$ cat config.mk
export PLATFORM = sky130hd
export DESIGN_NAME = uart_tx_engine
export DESIGN_NICKNAME = d
export VERILOG_FILES = /design/src/rtl/uart_pkg.sv /design/src/rtl/uart_baud_gen.sv /design/src/rtl/uart_tx_engine.sv
export SDC_FILE = /design/constraint.sdc
export NUM_CORES = 1
export LEC_CHECK = 0
export CORE_MARGIN = 3
export CORE_UTILIZATION = 40
export DETAILED_ROUTE_END_ITERATION = 6
export MAX_ROUTING_LAYER = met4
export PLACE_DENSITY_LB_ADDON = 0.2
export SLEW_MARGIN = 25
export SYNTH_ARGS = -nofsm -noshare
export SYNTH_HDL_FRONTEND = slang
export SYNTH_SLANG_ARGS = --single-unit
$ cat constraint.sdc
create_clock -name utx_clk_i -period 3.2 [get_ports utx_clk_i]
set_input_delay 0.48 -clock utx_clk_i [delete_from_list [all_inputs] [get_ports utx_clk_i]]
set_output_delay 0.48 -clock utx_clk_i [all_outputs]
set_load 0.05 [all_outputs]
$ cat src/rtl/uart_pkg.sv
// -----------------------------------------------------------------------------
// uart_pkg
// Shared UART definitions for the TX engine and the RX side.
//   - utx_state_t     : transmit FSM state encoding
//   - UART_IDLE_LVL   : serial line level when nothing is being sent
//   - UART_DATA_WIDTH : default data bits per frame
//   - UART_DIV_WIDTH  : default width of the baud divisor
// -----------------------------------------------------------------------------
package uart_pkg;

    localparam int   UART_DATA_WIDTH = 8;
    localparam int   UART_DIV_WIDTH  = 16;
    localparam logic UART_IDLE_LVL   = 1'b1;

    typedef enum logic [2:0] {
        IDLE,
        START,
        DATA,
        PARITY,
        STOP
    } utx_state_t;

endpackage

$ cat src/rtl/uart_baud_gen.sv
// -----------------------------------------------------------------------------
// uart_baud_gen
// Bit-period divider. Counts 0 .. div-1 and wraps; bit_end_o marks the last
// clock of each bit period.
//   clk_i     : clock
//   rst_i     : synchronous active-high reset (count = 0)
//   clr_i     : holds the count at 0 (used while idle and on frame load)
//   div_i     : clocks per bit; 0 behaves as 1
//   bit_end_o : high on the last clock of a bit period
// -----------------------------------------------------------------------------
module uart_baud_gen #(
    parameter int DIV_WIDTH = 16
) (
    input  logic                 clk_i,
    input  logic                 rst_i,
    input  logic                 clr_i,
    input  logic [DIV_WIDTH-1:0] div_i,
    output logic                 bit_end_o
);

    logic [DIV_WIDTH-1:0] cnt_q;
    logic [DIV_WIDTH-1:0] cnt_d;
    logic [DIV_WIDTH-1:0] last_cnt;

    // Comparing against div-1 keeps the counter inside DIV_WIDTH bits.
    always_comb begin
        last_cnt = (div_i == '0) ? '0 : div_i - 1'b1;
        bit_end_o = (cnt_q == last_cnt);
        if (clr_i || bit_end_o) begin
            cnt_d = '0;
        end else begin
            cnt_d = cnt_q + 1'b1;
        end
    end

    always_ff @(posedge clk_i) begin
        if (rst_i) begin
            cnt_q <= '0;
        end else begin
            cnt_q <= cnt_d;
        end
    end

endmodule

$ cat src/rtl/uart_tx_engine.sv
// -----------------------------------------------------------------------------
// uart_tx_engine
// UART transmit serializer fed by a first-word-fall-through FIFO. Pops one word
// when idle and the FIFO is non-empty, then sends start, data LSB-first,
// optional parity and 1 or 2 stop bits on tx_o.
//   utx_clk_i        : clock, shared with the FIFO
//   utx_rst_i        : synchronous active-high reset
//   cfg_baud_div_i   : clocks per bit (0 behaves as 1), latched on load
//   cfg_parity_en_i  : insert parity bit, latched on load
//   cfg_parity_odd_i : 1 = odd parity, 0 = even, latched on load
//   cfg_two_stop_i   : 1 = two stop bits, latched on load
//   fifo_data_i      : FIFO head word
//   fifo_empty_i     : FIFO empty flag
//   fifo_rd_en_o     : pop strobe, one clock per word (combinational)
//   tx_o             : registered serial line, idles high
//   tx_busy_o        : high while a frame is in flight
//
// FIFO handshake: a word is transferred in the clock where fifo_rd_en_o is high,
// which is exactly the clock where fifo_data_i is captured. fifo_data_i is
// ignored in every other clock.
// -----------------------------------------------------------------------------
module uart_tx_engine
    import uart_pkg::*;
#(
    parameter int DATA_WIDTH = UART_DATA_WIDTH,
    parameter int DIV_WIDTH  = UART_DIV_WIDTH
) (
    input  logic                  utx_clk_i,
    input  logic                  utx_rst_i,
    input  logic [DIV_WIDTH-1:0]  cfg_baud_div_i,
    input  logic                  cfg_parity_en_i,
    input  logic                  cfg_parity_odd_i,
    input  logic                  cfg_two_stop_i,
    input  logic [DATA_WIDTH-1:0] fifo_data_i,
    input  logic                  fifo_empty_i,
    output logic                  fifo_rd_en_o,
    output logic                  tx_o,
    output logic                  tx_busy_o
);

    localparam int BIT_W = $clog2(DATA_WIDTH + 1);
    localparam logic [BIT_W-1:0] LAST_BIT = BIT_W'(DATA_WIDTH - 1);

    utx_state_t            state_q,    state_d;
    logic [DATA_WIDTH-1:0] shift_q,    shift_d;
    logic [DATA_WIDTH-1:0] word_q,     word_d;
    logic [DIV_WIDTH-1:0]  div_q,      div_d;
    logic                  par_en_q,   par_en_d;
    logic                  par_odd_q,  par_odd_d;
    logic                  two_stop_q, two_stop_d;
    logic [BIT_W-1:0]      bit_idx_q,  bit_idx_d;
    logic                  stop_cnt_q, stop_cnt_d;
    logic                  tx_q,       tx_d;

    logic load;
    logic bit_end;
    logic baud_clr;

    assign load     = (state_q == IDLE) && !fifo_empty_i && !utx_rst_i;
    // Holding the divider cleared through IDLE makes the first bit start at 0.
    assign baud_clr = (state_q == IDLE);

    uart_baud_gen #(
        .DIV_WIDTH (DIV_WIDTH)
    ) u_baud_gen (
        .clk_i     (utx_clk_i),
        .rst_i     (utx_rst_i),
        .clr_i     (baud_clr),
        .div_i     (div_q),
        .bit_end_o (bit_end)
    );

    // State register
    always_ff @(posedge utx_clk_i) begin
        if (utx_rst_i) begin
            state_q    <= IDLE;
            shift_q    <= '0;
            word_q     <= '0;
            div_q      <= '0;
            par_en_q   <= 1'b0;
            par_odd_q  <= 1'b0;
            two_stop_q <= 1'b0;
            bit_idx_q  <= '0;
            stop_cnt_q <= 1'b0;
            tx_q       <= UART_IDLE_LVL;
        end else begin
            state_q    <= state_d;
            shift_q    <= shift_d;
            word_q     <= word_d;
            div_q      <= div_d;
            par_en_q   <= par_en_d;
            par_odd_q  <= par_odd_d;
            two_stop_q <= two_stop_d;
            bit_idx_q  <= bit_idx_d;
            stop_cnt_q <= stop_cnt_d;
            tx_q       <= tx_d;
        end
    end

    // Next-state logic
    always_comb begin
        state_d    = state_q;
        shift_d    = shift_q;
        word_d     = word_q;
        div_d      = div_q;
        par_en_d   = par_en_q;
        par_odd_d  = par_odd_q;
        two_stop_d = two_stop_q;
        bit_idx_d  = bit_idx_q;
        stop_cnt_d = stop_cnt_q;

        unique case (state_q)
            IDLE: begin
                if (load) begin
                    state_d    = START;
                    shift_d    = fifo_data_i;
                    word_d     = fifo_data_i;
                    div_d      = cfg_baud_div_i;
                    par_en_d   = cfg_parity_en_i;
                    par_odd_d  = cfg_parity_odd_i;
                    two_stop_d = cfg_two_stop_i;
                    bit_idx_d  = '0;
                    stop_cnt_d = 1'b0;
                end
            end
            START: begin
                if (bit_end) begin
                    state_d   = DATA;
                    bit_idx_d = '0;
                end
            end
            DATA: begin
                if (bit_end) begin
                    shift_d = shift_q >> 1;
                    if (bit_idx_q == LAST_BIT) begin
                        state_d    = par_en_q ? PARITY : STOP;
                        stop_cnt_d = 1'b0;
                    end else begin
                        bit_idx_d = bit_idx_q + 1'b1;
                    end
                end
            end
            PARITY: begin
                if (bit_end) begin
                    state_d    = STOP;
                    stop_cnt_d = 1'b0;
                end
            end
            STOP: begin
                if (bit_end) begin
                    if (two_stop_q && !stop_cnt_q) begin
                        stop_cnt_d = 1'b1;
                    end else begin
                        state_d = IDLE;
                    end
                end
            end
            default: begin
                state_d = IDLE;
            end
        endcase
    end

    // Output logic. tx is registered, so its next value is decoded from the
    // next state; this puts the start bit on the line the clock after the load.
    always_comb begin
        tx_d = UART_IDLE_LVL;
        unique case (state_d)
            START:   tx_d = 1'b0;
            DATA:    tx_d = shift_d[0];
            // Parity uses the captured word since the shift register has moved on.
            PARITY:  tx_d = (^word_q) ^ par_odd_q;
            default: tx_d = UART_IDLE_LVL;
        endcase
    end

    assign fifo_rd_en_o = load;
    assign tx_o         = tx_q;
    assign tx_busy_o    = (state_q != IDLE);

endmodule

==> results_dict.tcl, run 1 <==
set metrics [dict create \
    utilization 0.512 \
    dp_slack_ns -0.00309 \
    clockPowerShare 0.370 \
    ys_types 66 \
    grt_pass1_vias 2765 \
    cp-end-kind "flop" \
    holdWs_ns 0.466 \
    die-area_um2 9760 \
    final_common_cell "nand2_1" \
    portBuffers 32 \
    setup_violations 0 \
    cts_buffers 9 \
    grt_max_degree 49 \
    die_y_um 98.8 \
    wl_mm 7.71 \
    power_uw 1970 \
    hold_path.class "flop to flop" \
    clock_latency_ns 0.35 \
    cts_tree "done" \
    diodes 0 \
    vias 2909 \
    drive_above_1_share 0.183 \
    antenna_found_initial 0 \
    max_slew_margin 0.657 \
    fin_skew_ns 0.00999 \
    worstPathRequired_ns 3.44 \
    clock_sinks 60 \
    crit_fanout 13 \
    die_w_um 98.8 \
    ys_seq_elements 60 \
    critPathKind "flop to flop" \
    place_area_um2 3930 \
    netlist_area_um2 3440 \
    synth_cells 411 \
    status "completed" \
    hold_viol_final 0 \
    slew_violations 0 \
    rsz0062_at_grt "yes" \
    synth_edf_count 0 \
    synth.net_count 444 \
    rrSetupSlack_ns 0.03 \
    maxClockFrequency_mhz 316 \
    pwr-share-seq 0.414 \
    first_pass_iters 4 \
    max_cap_viol_count 0 \
    clkTransAtPathRegs_ns 0.08 \
    ant_nets 0 \
    boundaryPins 33 \
    netSwitchingPower_uw 596 \
    dp_hpwl_mm 5.44 \
    synthFlopType "dfxtp_1" \
    power_density_nw_per_um2 462 \
    p_comb_frac 0.216 \
    cts_htree_levels 3 \
    gp_congestion 0.852 \
    grt_pass1_wl_mm 12.7 \
    clockBufferDepth 2 \
    setup_slack_ns 0.0324 \
    path_cells "inv_1 > ha_2 > or3b_2 > buf_4 > nor4_2 > o211ai_1 > nand3_1 > nand3_1 > nor4b_4 > buf_12 > buf_4 > a21oi_2 > nor3_2 > nor2_4 > a22o_1" \
    cts.hold.buffers_added 0 \
    drt_iter0_drc 87 \
    ir_worst_vdd_v 0.000223 \
    p_sw_frac 0.303 \
    row_count 33 \
    fin_area_um2 4250 \
    critPathMaxStageDelay_ns 0.47 \
    start_util 0.415 \
    drc 0 \
    yosysSeqAreaShare 0.349 \
    ys_warn_count 0 \
    min_period_ns 3.17 \
    vias_per_cell 5.16 \
    cp_slowest_cell "or3b_2" \
    core-area_um2 8300 \
    internal-power_uw 1370 \
    worstPathArrival_ns 3.41 \
    area_growth_pct 23.5 \
    min_period_over_period 0.990 \
    grt-ovfl-total 0 \
    root_buffer "clkbuf_8" \
    async_flop_share 0 \
    avgSynthCellArea_um2 8.38 \
    start_kind "flop" \
    worst_pin_slew_ns 0.512 \
    post_drt_wl_per_cell_um 13.7 \
    track_usage 0.165 \
    mostFrequentLayoutCells "nand2_1 (59), dfxtp_1 (54), nor2_1 (37)" \
    fin_nets 487 \
    leakage_uw 0.00165 \
]
-- Yosys cell counts, types with 4 or more instances --
cell type | n | area share
xor2_1 | 17 | 0.043
a21oi_1 | 12 | 0.017
o2bb2ai_1 | 6 | 0.015
clkbuf_1 | 16 | 0.017
o21ai_0 | 7 | 0.010
inv_1 | 11 | 0.012
or3_1 | 7 | 0.013
nand2_1 | 59 | 0.064
nor2b_1 | 7 | 0.013
dfxtp_1 | 60 | 0.35
nor2_1 | 37 | 0.040
xnor2_1 | 19 | 0.048
nand4_1 | 4 | 0.0073
nor3_1 | 13 | 0.019
mux2i_1 | 4 | 0.012
buf_6 | 4 | 0.013
nor4_1 | 5 | 0.0091
a21boi_0 | 7 | 0.015
and3_1 | 8 | 0.015
buf_2 | 6 | 0.0087
nand3_1 | 13 | 0.019
nand3b_1 | 18 | 0.039
-- path summary, 6_finish.rpt --
check	start	endpoint	cells past startpoint
setup / recovery	div_q[0]	shift_q[7]	15
hold / removal	shift_q[6]	shift_q[6]	1
setup reg to reg	div_q[0]	shift_q[7]	15
hold reg to reg	shift_q[6]	shift_q[6]	1
-- what timing repair did --
action	CTS	global route
gates resized for setup	1	16
buffers inserted	0	7
endpoints found under the hold margin	0	0
setup endpoints to repair	1	20
pin swaps	0	6
-- power groups by stage --
| stage | Clock (uW) | Combinational [uW] | Sequential, uW |
|---|---|---|---|
| finish | 726 | 425 | 813 |
| detailed placement | 0 | 396 | 829 |
| CTS | 747 | 399 | 812 |
| global placement | 0 | 394 | 828 |
| global route | 773 | 461 | 819 |
| floorplan | 0 | 285 | 821 |
-- worst max-delay path, delay by kind of cell (launching register included) --
kind / cells / cell delay [ns]
fa+ha+maj: 1 / 0.19
compound gates: 3 / 0.38
flops: 1 / 0.35
simple gates: 7 / 1.57
buf+inv: 4 / 0.55
-- per-stage QoR --
| stage | TNS [ns] | cells |
|---|---|---|
| after global placement | 0 | 541 |
| after floorplan | 0 | 411 |
| final | 0 | 564 |
| after CTS | 0 | 557 |
| after global routing | -0.678 | 564 |
| after detailed placement | -0.00309 | 541 |
-- layout make-up --
cell class	count	area (um2)
fill	773	4050
multi-input combinational	311	2100
sequential	60	1210
timing repair buffer	61	561
tap	105	131
clock buffer	9	124
clock inverter	7	81.3
inverter	11	41.3
-- cell families (layout without fill, tap and decap cells) --
family,count (synthesis),after routing,share of synthesized area
fa+ha+maj,3,3,0.0109
xor+xnor,38,38,0.105
buf+inv,40,88,0.0556
compound gates,62,62,0.133
simple gates,203,203,0.330
flops,60,60,0.349
mux,5,5,0.0160
-- registers in the layout, indices dropped and copies added, names as in the netlist, 3 cells and up --
| name | cells |
|---|---|
| div_q | 16 |
| u_baud_gen.cnt_q | 16 |
| shift_q | 8 |
| word_q | 8 |
| bit_idx_q | 4 |
| state_q | 3 |
-- routing by layer --
| metal | global-route usage | wire (um) | vias to the layer above | share of wire |
|---|---|---|---|---|
| li1 | - | - | 1518 | - |
| met4 | 0.0525 | 94 | 0 | 0.012 |
| met1 | 0.204 | 3750 | 1337 | 0.49 |
| met3 | 0.0418 | 265 | 10 | 0.034 |
| met2 | 0.264 | 3610 | 44 | 0.47 |
| met5 | - | 0 | - | 0 |
Note: power is estimated with default switching activity, not from simulation.
==> inputs of run 2 (changes only) <==
- clock period: 3.2 -> 4.1 ns (I/O delays scaled with it)
==> results_dict.tcl, run 2 (same netlist as run 1, synthesis figures left out) <==
set metrics [dict create \
    status "completed" \
    p_sw_frac 0.285 \
    utilization 0.482 \
    hold_path.class "flop to flop" \
    fin_setup_tns_ns 0 \
    hold_viol_final 0 \
    dp_slack_ns 0.347 \
    clockBufferDepth 2 \
    dp_hpwl_mm 5.21 \
    die-area_um2 9760 \
    maxClockFrequency_mhz 278 \
    start_kind "flop" \
    setup_violations 0 \
    min_period_ns 3.59 \
    worstPathArrival_ns 3.82 \
    pwr-share-seq 0.441 \
    fin_skew_ns 0.0103 \
    worstPathRequired_ns 4.32 \
    dp_cells 522 \
    ir_worst_vdd_v 0.000168 \
    gp_congestion 0.867 \
    cts_htree_levels 3 \
    setup_slack_ns 0.505 \
    die_w_um 98.8 \
    rsz0062_at_grt "no" \
    clkTransAtPathRegs_ns 0.08 \
    final_common_cell "dfxtp_1" \
    top_regs "div_q: 16 flops, u_baud_gen.cnt_q: 16 flops" \
    drc 0 \
    core-area_um2 8300 \
    ant_nets 0 \
    cts_tree "done" \
    antenna_found_initial 0 \
    slew_violations 0 \
    grt_max_degree 49 \
    die_y_um 98.8 \
    start_util 0.415 \
    internal-power_uw 1040 \
    netSwitchingPower_uw 415 \
    max_cap_viol_count 0 \
    min_period_over_period 0.877 \
    vias_per_cell 5.28 \
    row_count 33 \
    diodes 0 \
    max_slew_margin 0.357 \
    wl_mm 7.30 \
    post_drt_wl_per_cell_um 13.5 \
    holdWs_ns 0.464 \
    instances_no_fill 540 \
    fin_nets 463 \
    clockPowerShare 0.369 \
    boundaryPins 33 \
    track_usage 0.161 \
    drt_iter0_drc 130 \
    leakage_uw 0.00151 \
    worst_pin_slew_ns 0.964 \
    power_density_nw_per_um2 364 \
    portBuffers 32 \
    mostFrequentLayoutCells "dfxtp_1 (60), nand2_1 (59), nor2_1 (37)" \
    drive_above_1_share 0.106 \
    cp-end-kind "flop" \
    grt_pass1_wl_mm 12.4 \
    grt-ovfl-total 0 \
    root_buffer "clkbuf_8" \
    cts_buffers 9 \
    vias 2849 \
    area_growth_pct 16.1 \
    clock_latency_ns 0.34 \
    p_comb_frac 0.190 \
    clock_sinks 60 \
    crit_fanout 10 \
    critPathKind "flop to flop" \
    first_pass_iters 4 \
    grt_pass1_vias 2618 \
]
-- run 2: cell count changes in the layout (fill, tap and decap cells not counted), moves of 2 or more --
| cell | before | now |
|---|---|---|
| dfxtp_1 | 54 | 60 |
| inv_6 | 3 | 0 |
| or4_4 | 3 | 1 |
| nor3b_1 | 1 | 3 |
| buf_4 | 28 | 5 |
| dfxtp_2 | 6 | 0 |
| clkinv_2 | 0 | 2 |
| nor4_4 | 3 | 1 |
| nor3b_2 | 3 | 1 |
| or4_1 | 1 | 3 |
-- run 2: worst paths after layout --
path	from	end	slack (ns)	cells past startpoint
min	shift_q[5]	shift_q[5]	0.46	1
max	div_q[5]	tx_o	0.51	10
max reg2reg	div_q[5]	tx_o	0.51	10
min reg2reg	shift_q[5]	shift_q[5]	0.46	1
-- run 2: what timing repair did --
item                                    in CTS  in global routing
hold buffers                                 0                  0
buffers inserted                             0                  2
hold endpoints to repair                     0                  0
endpoints found under the setup margin       0                 17
resized for setup                            0                  1
-- run 2: worst max-delay path, cell delays in order (launching register included) --
cell,delay [ns]
dfxtp_1,0.40
or4_1,0.74
nor4_2,0.33
xor2_1,0.20
mux2i_1,0.28
o211ai_2,0.15
nor4b_4,0.57
and2_1,0.39
o21ai_0,0.15
nor4_1,0.19
o21ai_1,0.08
-- run 2: power by group through the flow --
stage                     registers, uW  logic (uW)  clock network, uW
after floorplan                     641         222                  0
after global placement              654         271                  0
after detailed placement            655         275                  0
after CTS                           642         276                553
after global routing                646         308                579
final                               641         277                536
-- run 2: final cells by class --
| type | instances | area, um2 |
|---|---|---|
| well taps | 105 | 131 |
| clock buffers | 10 | 138 |
| fillers | 793 | 4300 |
| flip-flops and latches | 60 | 1200 |
| inverters | 11 | 41.3 |
| multi-input cells | 311 | 2060 |
| repair buffers | 37 | 368 |
| clock inverters | 6 | 63.8 |
-- run 2: routing by layer --
layer	vias up	part of all wire	GRT usage
met4	0	0.017	0.0714
met1	1320	0.50	0.215
met5	-	0	-
met3	13	0.025	0.0297
li1	1473	-	-
met2	43	0.46	0.236
-- run 2: metrics by stage --
| step | power, uW | cell area (um2) |
|---|---|---|
| after global routing | 1530 | 4000 |
| after global placement | 925 | 3780 |
| after detailed placement | 929 | 3780 |
| after floorplan | 863 | 3440 |
| final | 1450 | 4000 |
| after CTS | 1470 | 3980 |
